**src/rtl/phy_pkg.sv**
```systemverilog
// Shared PHY definitions: the COM/idle symbol used by both link directions and the receiver state encoding.
package phy_pkg;

  localparam logic [7:0] COM_SYMBOL = 8'hBC;

  typedef enum logic [1:0] {
    SEARCH = 2'd0,
    ALIGN  = 2'd1,
    ACTIVE = 2'd2
  } rx_state_e;

endpackage

```
**src/rtl/serial_paralelo_rx_if.sv**
```systemverilog
// Serial input and byte-wide output bundle of the PHY receiver.
interface serial_paralelo_rx_if;

  logic       data_in;
  logic [7:0] data_out;
  logic       valid_out;
  logic       byte_stb;
  logic       rx_active;

  modport master (
    output data_in,
    input  data_out,
    input  valid_out,
    input  byte_stb,
    input  rx_active
  );

  modport slave (
    input  data_in,
    output data_out,
    output valid_out,
    output byte_stb,
    output rx_active
  );

endinterface

```
**src/rtl/com_detector.sv**
```systemverilog
// Flags a COM symbol in the current 8-bit window and whether the window ends on a byte boundary.
module com_detector
  import phy_pkg::*;
(
  input  logic [7:0] win_i,
  input  logic [2:0] bit_cnt_i,
  output logic       com_o,
  output logic       boundary_o
);

  assign com_o      = (win_i == COM_SYMBOL);
  assign boundary_o = (bit_cnt_i == 3'd7);

endmodule

```
**src/rtl/serial_paralelo_rx.sv**
```systemverilog
// Serial-to-parallel receiver: slides over the bit stream until COM_NEEDED aligned COMs are seen,
// then emits one byte per 8 bits, flagging COM (idle) bytes as not valid.
module serial_paralelo_rx
  import phy_pkg::*;
#(
  parameter int unsigned COM_NEEDED = 4
) (
  input  logic                 clk_32f,
  input  logic                 reset_L,
  serial_paralelo_rx_if.slave  rx
);

  localparam logic [3:0] NEED = 4'(COM_NEEDED);

  rx_state_e  state_q;
  logic [7:0] sr_q;
  logic [2:0] bit_cnt_q;
  logic [3:0] com_cnt_q;
  logic [7:0] data_q;
  logic       valid_q;
  logic       stb_q;
  logic       active_q;

  logic [7:0] win;
  logic [2:0] bit_cnt_d;
  logic [3:0] com_cnt_d;
  logic       is_com;
  logic       at_boundary;

  // The window includes the bit arriving this cycle, so a byte is judged on the edge that samples its LSB.
  assign win       = {sr_q[6:0], rx.data_in};
  assign bit_cnt_d = bit_cnt_q + 3'd1;
  assign com_cnt_d = com_cnt_q + 4'd1;

  com_detector u_com_detector (
    .win_i      (win),
    .bit_cnt_i  (bit_cnt_q),
    .com_o      (is_com),
    .boundary_o (at_boundary)
  );

  always_ff @(posedge clk_32f or negedge reset_L) begin
    if (!reset_L) begin
      state_q   <= SEARCH;
      sr_q      <= 8'h00;
      bit_cnt_q <= 3'd0;
      com_cnt_q <= 4'd0;
      data_q    <= 8'h00;
      valid_q   <= 1'b0;
      stb_q     <= 1'b0;
      active_q  <= 1'b0;
    end else begin
      sr_q  <= win;
      stb_q <= 1'b0;
      if (state_q != SEARCH) begin
        bit_cnt_q <= bit_cnt_d;
      end
      case (state_q)
        SEARCH: begin
          if (is_com) begin
            com_cnt_q <= 4'd1;
            bit_cnt_q <= 3'd0;
            if (NEED == 4'd1) begin
              state_q  <= ACTIVE;
              active_q <= 1'b1;
            end else begin
              state_q <= ALIGN;
            end
          end
        end
        ALIGN: begin
          if (at_boundary) begin
            if (is_com) begin
              com_cnt_q <= com_cnt_d;
              if (com_cnt_d == NEED) begin
                state_q  <= ACTIVE;
                active_q <= 1'b1;
              end
            end else begin
              // Mismatch drops back to sliding search starting with the next bit.
              state_q   <= SEARCH;
              com_cnt_q <= 4'd0;
            end
          end
        end
        ACTIVE: begin
          if (at_boundary) begin
            data_q  <= win;
            valid_q <= !is_com;
            stb_q   <= 1'b1;
          end
        end
        default: state_q <= SEARCH;
      endcase
    end
  end

  assign rx.data_out  = data_q;
  assign rx.valid_out = valid_q;
  assign rx.byte_stb  = stb_q;
  assign rx.rx_active = active_q;

endmodule

```
**src/flat_wrapper.sv**
```systemverilog
// flat-port wrapper written by rule: the top's interface ports become plain ports
module serial_paralelo_rx_flat import phy_pkg::*;
#(
  parameter int unsigned COM_NEEDED = 4
)
  (clk_32f, reset_L, rx_data_in, rx_data_out, rx_valid_out, rx_byte_stb, rx_rx_active);
  serial_paralelo_rx_if rx_i ();
  input  logic clk_32f;
  input  logic reset_L;
  input wire logic [$bits(rx_i.data_in)-1:0] rx_data_in;
  output wire logic [$bits(rx_i.data_out)-1:0] rx_data_out;
  output wire logic [$bits(rx_i.valid_out)-1:0] rx_valid_out;
  output wire logic [$bits(rx_i.byte_stb)-1:0] rx_byte_stb;
  output wire logic [$bits(rx_i.rx_active)-1:0] rx_rx_active;
  assign rx_i.data_in = rx_data_in;
  assign rx_data_out = rx_i.data_out;
  assign rx_valid_out = rx_i.valid_out;
  assign rx_byte_stb = rx_i.byte_stb;
  assign rx_rx_active = rx_i.rx_active;
  serial_paralelo_rx #(.COM_NEEDED(COM_NEEDED)) u_core (.clk_32f(clk_32f), .reset_L(reset_L), .rx(rx_i));
endmodule
```
**config.mk**
```make
export PLATFORM = sky130hd
export DESIGN_NAME = serial_paralelo_rx_flat
export DESIGN_NICKNAME = d
export VERILOG_FILES = /design/src/rtl/phy_pkg.sv /design/src/rtl/serial_paralelo_rx_if.sv /design/src/rtl/com_detector.sv /design/src/rtl/serial_paralelo_rx.sv /design/src/flat_wrapper.sv
export SDC_FILE = /design/constraint.sdc
export NUM_CORES = 1
export LEC_CHECK = 0
export ABC_AREA = 1
export BUFFER_PORTS_ARGS = -buffer_cell sky130_fd_sc_hd__buf_2
export CELL_PAD_IN_SITES_DETAIL_PLACEMENT = 0
export CELL_PAD_IN_SITES_GLOBAL_PLACEMENT = 1
export CORE_MARGIN = 3
export CORE_UTILIZATION = 45
export CTS_CLUSTER_SIZE = 8
export DETAILED_ROUTE_END_ITERATION = 8
export PLACE_DENSITY_LB_ADDON = 0.1
export SLEW_MARGIN = 20
export SYNTH_ARGS = -nofsm -noshare
export SYNTH_HDL_FRONTEND = slang
export SYNTH_SLANG_ARGS = --single-unit
```
**constraint.sdc**
```tcl
create_clock -name clk_32f -period 2.4 [get_ports clk_32f]
set_input_delay 0.48 -clock clk_32f [delete_from_list [all_inputs] [get_ports clk_32f]]
set_output_delay 0.48 -clock clk_32f [all_outputs]
set_load 0.01 [all_outputs]
```
-- Word level (Yosys, flattened, before mapping)
Cells that the tools add are included.
- add/subtract/negate cells: 2
- equality and inequality tests: 8
- muxes and demuxes: 14
- reductions and logical operators: 8
- bitwise logic cells: 1
- operators by type and width (operator ; count):
    4-bit 2-to-1 mux ; 3
    3-bit 2-to-1 mux ; 3
    8-bit == test, second input constant ; 1
    2-bit 2-to-1 mux ; 4
    4-bit case mux with 2 select lines ; 1
    4-bit AND reduction ; 2
    2-bit case mux with 3 select lines ; 1
    4-bit by 1-bit adder with 4-bit output, second input constant ; 1
    4-bit by 3-bit == test with 1-bit output, second input constant ; 1
    2-bit by 1-bit inequality test with 1-bit output, second input constant ; 2
    2-bit nonzero test ; 2
    3-bit by 1-bit adder with 3-bit output, second input constant ; 1
    3-bit == test, second input constant ; 1
    3-bit inequality test, second input constant ; 1
    3-bit AND reduction ; 1
    2-bit by 1-bit == test with 1-bit output, second input constant ; 1
    2-bit == test, second input constant ; 1
    2-bit zero test ; 1
    1-bit 2-to-1 mux ; 2
    2-bit AND reduction ; 1
    1-bit zero test ; 1
    1-bit NOT ; 1
- logic and storage cells: 41
- output and inout port bits: 11
- bits in registers: 27

-- Logic depth before layout (Yosys ltp)
Gate-level depths: netlist of the first run.
- word-level depth: 6
- mapped depth: 10

-- Modules after synthesis
A second synthesis of the first run with hierarchy kept.
- cell total of the unflattened synthesis: 122
- area total of the unflattened synthesis: 1117.3 µm²
- modules (own cells, without submodules) (module ; times used ; cells each ; area an instance (µm²) ; sequential area each (µm²)):
    serial_paralelo_rx ; 1 ; 111 ; 1071.0 ; 675.6
    com_detector ; 1 ; 11 ; 46.3 ; 0.0

-- Least setup slack after synthesis of the first run
OpenSTA, ideal clock, no wires.
- path kind: reg-to-reg
- start: register u_core.bit_cnt_q[0]
- end: register u_core.data_q[0] (netlist: u_core.rx.data_out[0])
- arrival time: 1.205 ns
- stages on the path, launching flop included: 9
- required time: 2.282 ns
- slack: 1.077 ns
- period minus slack after synthesis: 1.323 ns
- path through: dfrtp_1 > ha_1 > ha_1 > inv_1 > nor2_4 > inv_2 > buf_6 > nand2_1 > o21ai_2
- cells in the longest elaborated chain, start to end: 2
- ends and longest elaborated chain (item ; RTL line ; RTL):
    from (decl) ; serial_paralelo_rx.sv:17 ; logic [2:0] bit_cnt_q;
    from (signal assigned) ; serial_paralelo_rx.sv:56 ; bit_cnt_q <= bit_cnt_d;
    3-bit == test ; com_detector.sv:12 ; assign boundary_o = (bit_cnt_i == 3'd7);
    2-bit AND reduction (no line) ; -- ;
    to (signal assigned) ; serial_paralelo_rx.sv:88 ; data_q <= win;
    to (decl) ; serial_paralelo_rx.sv:19 ; logic [7:0] data_q;
No other way between the ends.
A chain may end at the register's enable or synchronous reset.

-- Worst setup path in the final report of the first run
- start: register u_core.bit_cnt_q[0]
- end: register u_core.data_q[6] (netlist: u_core.rx.data_out[6])
The elaborated chain is that of the path after synthesis.

==> metrics.txt, run 1 <==
outcome finished, final reports clean; Setup-failing EPs final 0; maximum VDD drop approximately 0.46 mV; Vias 810; fin crit share 61.7%; synthesized instance count 125; final hold vios 0; drt drc 0; critical path arrival 1.70 ns; Clock transition at path regs 0.15 ns; max-cap viol count 0; Routed WL per cell 11.6 um; slowest CP cell dfrtp_1; Register Area 676 um^2; initial antenna violation count 0; Synth Warn # 0; Seq/Total Area, Yosys 56.6%; Initial DRC Count 30; Num CTS Buffers 3; actual slew at the worst max-slew pin 0.590 ns; post-CTS setup buffers 0; Resized Gates After CTS 0; CP endpoint kind register; share of post-route cells with drive strength above 1 28.4%; fin cells 171; Sink Count 27; pre-CTS setup slack ~0.91 ns; Switch Pwr 0.162 mW; RSZ-0062 raised after global routing no; Chip Height 57.5 um; first-pass GRT wire length 3650 um; number of port buffers 13; design area 0.00132 mm^2; Final nets 149; Std-Cell Rows 18; Max Freq 675 MHz; worst min path class primary input to async pin; Internal 0.542 mW; setup TNS 0 ns; drt via density around 4.7; post-synthesis cell type count 18; root buffer cell clkbuf_4; fin. max-slew vios 0; leak pwr 0.678 nW; drt first pass iters 3; clock power share 27.8%; die area between 0.003 and 0.004 mm^2; Flop pwr share approximately two thirds; hold_ws 0.130 ns; M3 GR Usage under 10%; Max-slew headroom between 60% and 70%; CTS H-tree depth 1; R2R Setup Slk 0.92 ns; synth-to-layout area growth 10.2%; n_diodes 0; Top Usage Layer GRT met2; mapped cell area 0.00119 mm^2; met2 Usage GRT 24.7%; Comb power frac 4.8%; met1 usage 17.8%; final core occ 52.6%; drt total wl approximately 2000 um; clock skew 0.00952 ns; DP Wirelength 1480 um; crit start category register; Die X 57.5 um; Placer Congestion 0.770; endpoint of the worst-slack reg-to-reg timing path u_core.rx.data_out[6]; FILL cells 247; GR Overflow Total 0; CTS Buffer Depth 2; Sw Ratio 22.9%; area taken by multi-input logic gates 443 um^2; RR Startpoint u_core.bit_cnt_q[0]; average cell area after synthesis 9.55 um^2; core area 0.00250 mm^2; CP peak stage delay around 0.4 ns; fin worst setup slack between 0.9 and 1 ns; critical path's most frequent cell ha_1; critical path data required time 2.62 ns; Period minus WS final 1.48 ns; later-pin clock latency in the skew report 0.32 ns; CP max FO 13; PD cells between 500 and 600 mW/mm^2; critical-path cell list ha_1, ha_1, inv_1, nor2_4, inv_2, nand2_1, o21ai_2; # IOs 14; DP Cell Count 167; Total GRT Usage 14.4%; CTS Hold Bufs 0; Initial Util 47.7%; FF-to-FF path depth 7; synthesized flop and latch total 27; largest net degree at the start of global routing 28; post-route ant nets 0; vias in the first global route slightly above 800; CP Class register to register; CTS tree built; Net Count, Synth 132; dpl cell area 0.00128 mm^2; Pwr Total 0.704 mW
-- cell families (layout without fill, tap and decap cells) --
group	after synthesis	count (layout)	share of synthesized area (%)
simple gates	66	66	25.7
flops	27	27	56.6
fa+ha+maj	4	4	4.19
compound gates	10	10	7.23
buf+inv	18	34	6.29
-- per-layer routing --
| layer | share of wire (%) | vias up | routed length (um) |
|---|---|---|---|
| met1 | 47 | 379 | 933 |
| met5 | 0 | - | 0 |
| met2 | 49 | 10 | 966 |
| li1 | - | 419 | - |
| met4 | 0.76 | 0 | 15 |
| met3 | 3.1 | 2 | 61 |
-- cell usage after synthesis (all sizes together) --
library cell / number / area share [%]
o21ai: 8 / 5.2
inv: 17 / 5.3
o211ai: 1 / 0.63
nand2: 49 / 17
buf: 1 / 0.94
ha: 4 / 4.2
dfrtp: 27 / 57
nand3: 7 / 2.9
a21oi: 1 / 1.4
nor2: 8 / 4.6
nand4: 2 / 1.0
-- sequential cells by signal (all words and copies together), names as in the netlist --
| register | cells |
|---|---|
| u_core.rx.valid_out | 1 |
| u_core.com_cnt_q | 4 |
| u_core.rx.rx_active | 1 |
| u_core.bit_cnt_q | 3 |
| u_core.state_q | 2 |
| u_core.rx.data_out | 8 |
| u_core.rx.byte_stb | 1 |
| u_core.sr_q | 7 |
-- placed cells by master, fill, tap and decap left out, drive strengths merged --
cell | netlist | layout
nand2 | 49 | 49
dfrtp | 27 | 27
inv | 17 | 17
buf | 1 | 13
o21ai | 8 | 8
nor2 | 8 | 8
nand3 | 7 | 7
ha | 4 | 4
clkbuf | 0 | 3
nand4 | 2 | 2
a21oi | 1 | 1
o211ai | 1 | 1
clkinvlp | 0 | 1
-- worst max-delay path by stage --
stage,end,cells past startpoint,from
after CTS,u_core.rx.data_out[6],7,u_core.bit_cnt_q[0]
after detailed placement,u_core.com_cnt_q[2],9,rx_data_in
after global placement,u_core.rx.data_out[0],7,u_core.bit_cnt_q[0]
after floorplan,u_core.rx.data_out[0],8,u_core.bit_cnt_q[0]
after global routing,u_core.rx.data_out[6],7,u_core.bit_cnt_q[0]
final,u_core.rx.data_out[6],7,u_core.bit_cnt_q[0]
-- cell type report --
cell class	instances	share of cell area, %
clock buffers	3	1.71
clock inverters	1	0.571
inverters	17	4.85
multi-input cells	80	33.7
flip-flops and latches	27	51.4
well taps	30	2.85
repair buffers	13	4.95
-- power groups by stage --
stage | Sequential [mW] | Combinational [mW] | Clock (mW)
after floorplan | 0.487 | 0.0114 | 0
after CTS | 0.475 | 0.0351 | 0.210
after global placement | 0.483 | 0.0342 | 0
final | 0.475 | 0.0335 | 0.195
after global routing | 0.477 | 0.0383 | 0.231
after detailed placement | 0.484 | 0.0350 | 0
-- worst max-delay path, delay by kind of cell, from the launching register on --
family	cells	cell delay (ns)
AOI/OAI and AO/OA	1	0.05
adders and majority gates	2	0.37
buffers and inverters	2	0.24
DFF	1	0.40
and+or+nand+nor	2	0.32
Power figures use the tool's default switching activity.
==> run 2, diff against run 1 <==
- CORE_UTILIZATION: 45 -> 43
- clock period: 2.4 -> 1.4 ns (I/O delays scaled with it)
==> metrics.txt, run 2 (synthesized netlist as in run 1, its figures left out) <==
CTS H-tree depth 1; CP endpoint kind register; CP max FO 7; max-cap viol count 0; CTS Buffer Depth 2; commonest non-fill, non-tap cells in the layout nand2_1 (35), dfrtp_1 (26), buf_2 (13); critical path arrival 1.56 ns; # IOs 14; maximum VDD drop around 0.6 mV; synth-to-layout area growth 20.4%; Setup-failing EPs final 0; fin crit share 95.1%; CP Class register to register; final core occ 56.0%; FILL cells 245; Final nets 157; later-pin clock latency in the skew report roughly 0.33 ns; hold path depth 1; first-pass GRT wire length 3680 um; n_diodes 0; number of port buffers 13; Die X just under 60 um; final hold vios 0; Chip Height 58.7 um; drt drc 0; CTS tree built; CP peak stage delay 0.39 ns; Max Freq 751 MHz; commonest non-fill, non-tap cell in the layout nand2_1; Routed WL per cell 11.3 um; outcome finished, final reports clean; Num CTS Buffers 3; core area ~0.0026 mm^2; Placer Congestion 0.757; largest net degree at the start of global routing 28; Initial Util 46.5%; Vias 852; Std-Cell Rows 18; max reg flops 8; clock skew between 0.007 and 0.008 ns; fin. max-slew vios 0; worst min path class primary input to register; hold_ws 0.0645 ns; FF-to-FF path depth 7; die area around 0.0034 mm^2; Clock transition at path regs 0.15 ns; PD cells 860 mW/mm^2; Initial DRC Count 23; share of post-route cells with drive strength above 1 41.6%; drt via density 4.76; critical path data required time 1.63 ns; crit start category register; start point of the worst hold path rx_data_in; GR Overflow Total 0; initial antenna violation count 0; drt total wl between 2000 and 2500 um; vias in the first global route 866; Hold Path End u_core.sr_q[0]; Max-slew headroom 60.3%; Sink Count 27; RR Startpoint u_core.bit_cnt_q[0]; leak pwr 0.716 nW; critical-path cell list ha_2, ha_2, nor2_4, a21oi_4, nand2_4, nand2_2, nand2_2; Total GRT Usage 14.2%; Period minus WS final 1.33 ns; endpoint of the worst-slack reg-to-reg timing path u_core.com_cnt_q[0]; post-route ant nets 0; DP Wirelength 1410 um; root buffer cell clkbuf_4; slowest CP cell dfrtp_1; R2R Setup Slk 0.07 ns; actual slew at the worst max-slew pin just under 0.6 ns; drt first pass iters 4; RSZ-0062 raised after global routing yes
## run 2: cell types whose count changed in the layout (fill, tap and decap cells not counted), moves of 2 or more
cell     change
nor2_4       +2
ha_2         +2
buf_4        +7
nand2_2     +10
ha_1         -3
nand2_1     -10
## run 2: worst max-delay path by stage
stage,start,end,slack (ns),cells past startpoint
after global placement,u_core.bit_cnt_q[0],u_core.rx.valid_out,0.05,6
after detailed placement,u_core.bit_cnt_q[0],u_core.rx.data_out[0],0.009,7
after CTS,u_core.bit_cnt_q[0],u_core.com_cnt_q[1],0.01,7
final,u_core.bit_cnt_q[0],u_core.com_cnt_q[0],0.07,7
after floorplan,u_core.bit_cnt_q[0],u_core.rx.data_out[0],0.08,8
after global routing,u_core.bit_cnt_q[1],u_core.com_cnt_q[0],-0.03,7
## run 2: layout make-up
class | count | area (um^2) | area share (%)
Clock buffer | 3 | 22.5 | 1.57
Sequential cell | 27 | 677 | 47.1
Clock inverter | 1 | 8.76 | 0.609
Timing Repair Buffer | 21 | 128 | 8.88
Inverter | 17 | 66.3 | 4.61
Tap cell | 30 | 37.5 | 2.61
Multi-Input combinational cell | 80 | 498 | 34.6
## run 2: repair_timing
action | 4_1_cts | 5_1_grt
hold buffers | 1 | 0
pin swaps | 1 | 8
resized for setup | 1 | 18
buffers inserted | 0 | 5
endpoints found under the setup margin | 7 | 16
hold endpoints to repair | 27 | 0
## run 2: stage by stage
step	instances	total power, mW	worst slack, ns	setup TNS (ns)	area (um^2)
2_1_floorplan	125	0.854	0.0770	0	1190
3_3_place_gp	169	0.887	0.0525	0	1300
3_5_place_dp	169	0.889	0.00892	0	1300
4_1_cts	174	1.25	0.0110	0	1340
5_1_grt	179	1.30	-0.0273	-0.0614	1440
6_report	179	1.24	0.0689	0	1440
## run 2: power breakdown
| part | internal, mW | switching [mW] |
|---|---|---|
| sequential | 0.802 | 0.0130 |
| clock | 0.117 | 0.243 |
| combinational | 0.0212 | 0.0404 |
## run 2: critical path: cells and delay by family (launching register included)
family | cells | cell delay (ns)
and+or+nand+nor | 4 | 0.30
adders and majority gates | 2 | 0.38
DFF | 1 | 0.39
AOI/OAI and AO/OA | 1 | 0.16
## run 2: routing by layer
metal  vias to the layer above  share of wire, %  GRT usage, %
met5                         -                 0             0
met4                         0               1.3          6.80
met3                         4               2.9          2.63
met2                        10                49          22.8
met1                       402                47          18.4
li1                        436                 -             -
==> run 3, diff against run 2 <==
- CORE_UTILIZATION: 43 -> 42
- SYNTH_HIERARCHICAL: default -> 1
==> metrics.txt, run 3 <==
leak pwr 0.676 nW; Async SR Flop Fraction 100%; Setup-failing EPs final 0; clock skew 0.0184 ns; vias in the first global route just over 800; synthesized instance count 122; ys flop type dfrtp_1; post-route ant nets 0; Synth top area share 60.5%; drt drc 0; CTS Buffer Depth 2; setup TNS 0 ns; post-synthesis cell type count 17; fin crit share 91.8%; DP Wirelength 1370 um; FF-to-FF path depth 8; Seq/Total Area, Yosys about 60%; crit start category register; Final nets 150; Max-slew headroom between 50% and 60%; RR Startpoint u_core/sr_q[0]; endpoint of the worst-slack reg-to-reg timing path u_core/state_q[0]; initial antenna violation count 0; average cell area after synthesis 9.16 um^2; Post-synth EDFFs 0; final core occ a little over half; RSZ-0062 raised after global routing no; critical path data required time 1.63 ns; list of most frequent post-synthesis cells nand2_1 (43), dfrtp_1 (27), inv_1 (11); Initial DRC Count 23; drt via density 4.80; CTS H-tree depth 1; Net Count, Synth 128; max reg flops 8; die area between 0.003 and 0.004 mm^2; actual slew at the worst max-slew pin 0.606 ns; Period minus WS final 1.29 ns; Num CTS Buffers 3; start point of the worst hold path rx_data_in; commonest non-fill, non-tap cells in the layout nand2_1 (41), dfrtp_1 (27), buf_2 (13); Chip Height about 58 um; number of port buffers 13; maximum VDD drop 0.692 mV; final hold vios 0; CP Class register to register; largest net degree at the start of global routing 28; PD cells 946 mW/mm^2; CP endpoint kind register; Pwr Total around 1.2 mW; share of post-route cells with drive strength above 1 between 20% and 30%; drt total wl 1970 um; Max Freq 778 MHz; commonest non-fill, non-tap cell in the layout nand2_1; Routed WL per cell 11.4 um; n_diodes 0; critical path arrival about 1.5 ns; root buffer cell clkbuf_4; Hold Path End u_core/sr_q[0]; most numerous cell in the Yosys netlist nand2_1; FILL cells approximately 240; synthesized flop and latch total 27; max-cap viol count 0; hold path depth 1; first-pass GRT wire length around 3600 um; drt first pass iters 4; DP Cell Count 165; GR Overflow Total 0; top post-synthesis cells by area dfrtp_1 (60%), nand2_1 (14%), nand3_1 (4.5%), inv_1 (3.7%), ha_1 (3.4%); Total GRT Usage 14.2%; Std-Cell Rows 18; fin. max-slew vios 0; later-pin clock latency in the skew report 0.33 ns; R2R Setup Slk around 0.11 ns; Clock transition at path regs 0.16 ns; Sink Count 27; CP max FO 5; CTS tree built; worst min path class primary input to register; Initial Util approximately 45%; Placer Congestion 0.757; fin cells 173; mapped cell area 0.00112 mm^2; # IOs 14; Synth Warn # 6; outcome finished, final reports clean; hold_ws 0.0660 ns; synth-to-layout area growth 16.7%; Die X 57.6 um; Vias 831; Synth area leader dfrtp_1; core area about 0.0025 mm^2
-- run 3: changes by cell type after synthesis, sizes merged --
| cell | change |
|---|---|
| inv | -5 |
| nand2 | -3 |
| o211ai | -1 |
| nor2 | +1 |
| nand3 | +3 |
| clkinv | +1 |
| and3 | +1 |
| a21oi | +1 |
| o21ai | -1 |
| o21a | +1 |
| ha | -1 |
-- run 3: area by class of cell --
cell class / instances / area (um^2) / share of cell area (%)
repair buffers: 18 / 105 / 8.06
inverters: 13 / 48.8 / 3.74
multi-input cells: 81 / 405 / 31.1
clock buffers: 3 / 22.5 / 1.73
well taps: 30 / 37.5 / 2.88
flip-flops and latches: 27 / 676 / 51.8
clock inverters: 1 / 8.76 / 0.672
-- run 3: cell families after synthesis --
kind of cell	after synthesis	synth area share, %
AO/OA/AOI/OAI	10	4.70
flip-flops	27	60.5
AND/OR/NAND/NOR	68	26.7
buffers and inverters	14	4.81
adder cells (fa/ha/maj)	3	3.36
-- run 3: report_power, final --
group / switching [mW] / leakage, nW / internal [mW]
sequential: 0.0123 / 0.317 / 0.802
combinational: 0.0367 / 0.340 / 0.0214
clock: 0.245 / 0.0183 / 0.116
-- run 3: what timing repair did --
action                                  in CTS  in global routing
pin swaps                                    0                  4
setup buffers                                0                  3
hold buffers                                 1                  0
endpoints found under the hold margin       27                  0
gates resized for setup                      1                  5
endpoints found under the setup margin       5                  7
-- run 3: critical path, stage by stage (launching register included) --
cell and delay (ns):
dfrtp_1 0.42, nor2_1 0.13, nand2_1 0.10, nor2_4 0.15, nand2_4 0.09, nand2_2 0.09, nand3_1 0.07, nand3_1 0.07
nand2_1 0.05
-- run 3: how the worst max path moves through the flow --
stage                         from                 to  slack, ns  cells after the start
2_1_floorplan       u_core/sr_q[0]  u_core/state_q[0]       0.18                      8
3_3_place_gp            rx_data_in  u_core/state_q[0]       0.06                      9
3_5_place_dp            rx_data_in  u_core/state_q[0]      0.009                      9
4_1_cts             u_core/sr_q[0]  u_core/state_q[0]       0.03                      8
5_1_grt        u_core/com_cnt_q[0]  u_core/state_q[0]      0.002                      8
6_report            u_core/sr_q[0]  u_core/state_q[0]       0.11                      8
-- run 3: layer usage --
metal,vias up,part of all wire (%),GRT usage (%)
li1,425,-,-
met1,382,52,20.2
met2,22,41,20.8
met3,2,6.0,2.49
met4,0,0.97,6.95
met5,-,0,0
-- run 3: stage by stage --
step,worst slack (ns),cell area [um^2]
after floorplan,0.180,1120
after global placement,0.0567,1220
after detailed placement,0.00911,1220
after CTS,0.0321,1270
after global routing,0.00161,1300
final,0.114,1300
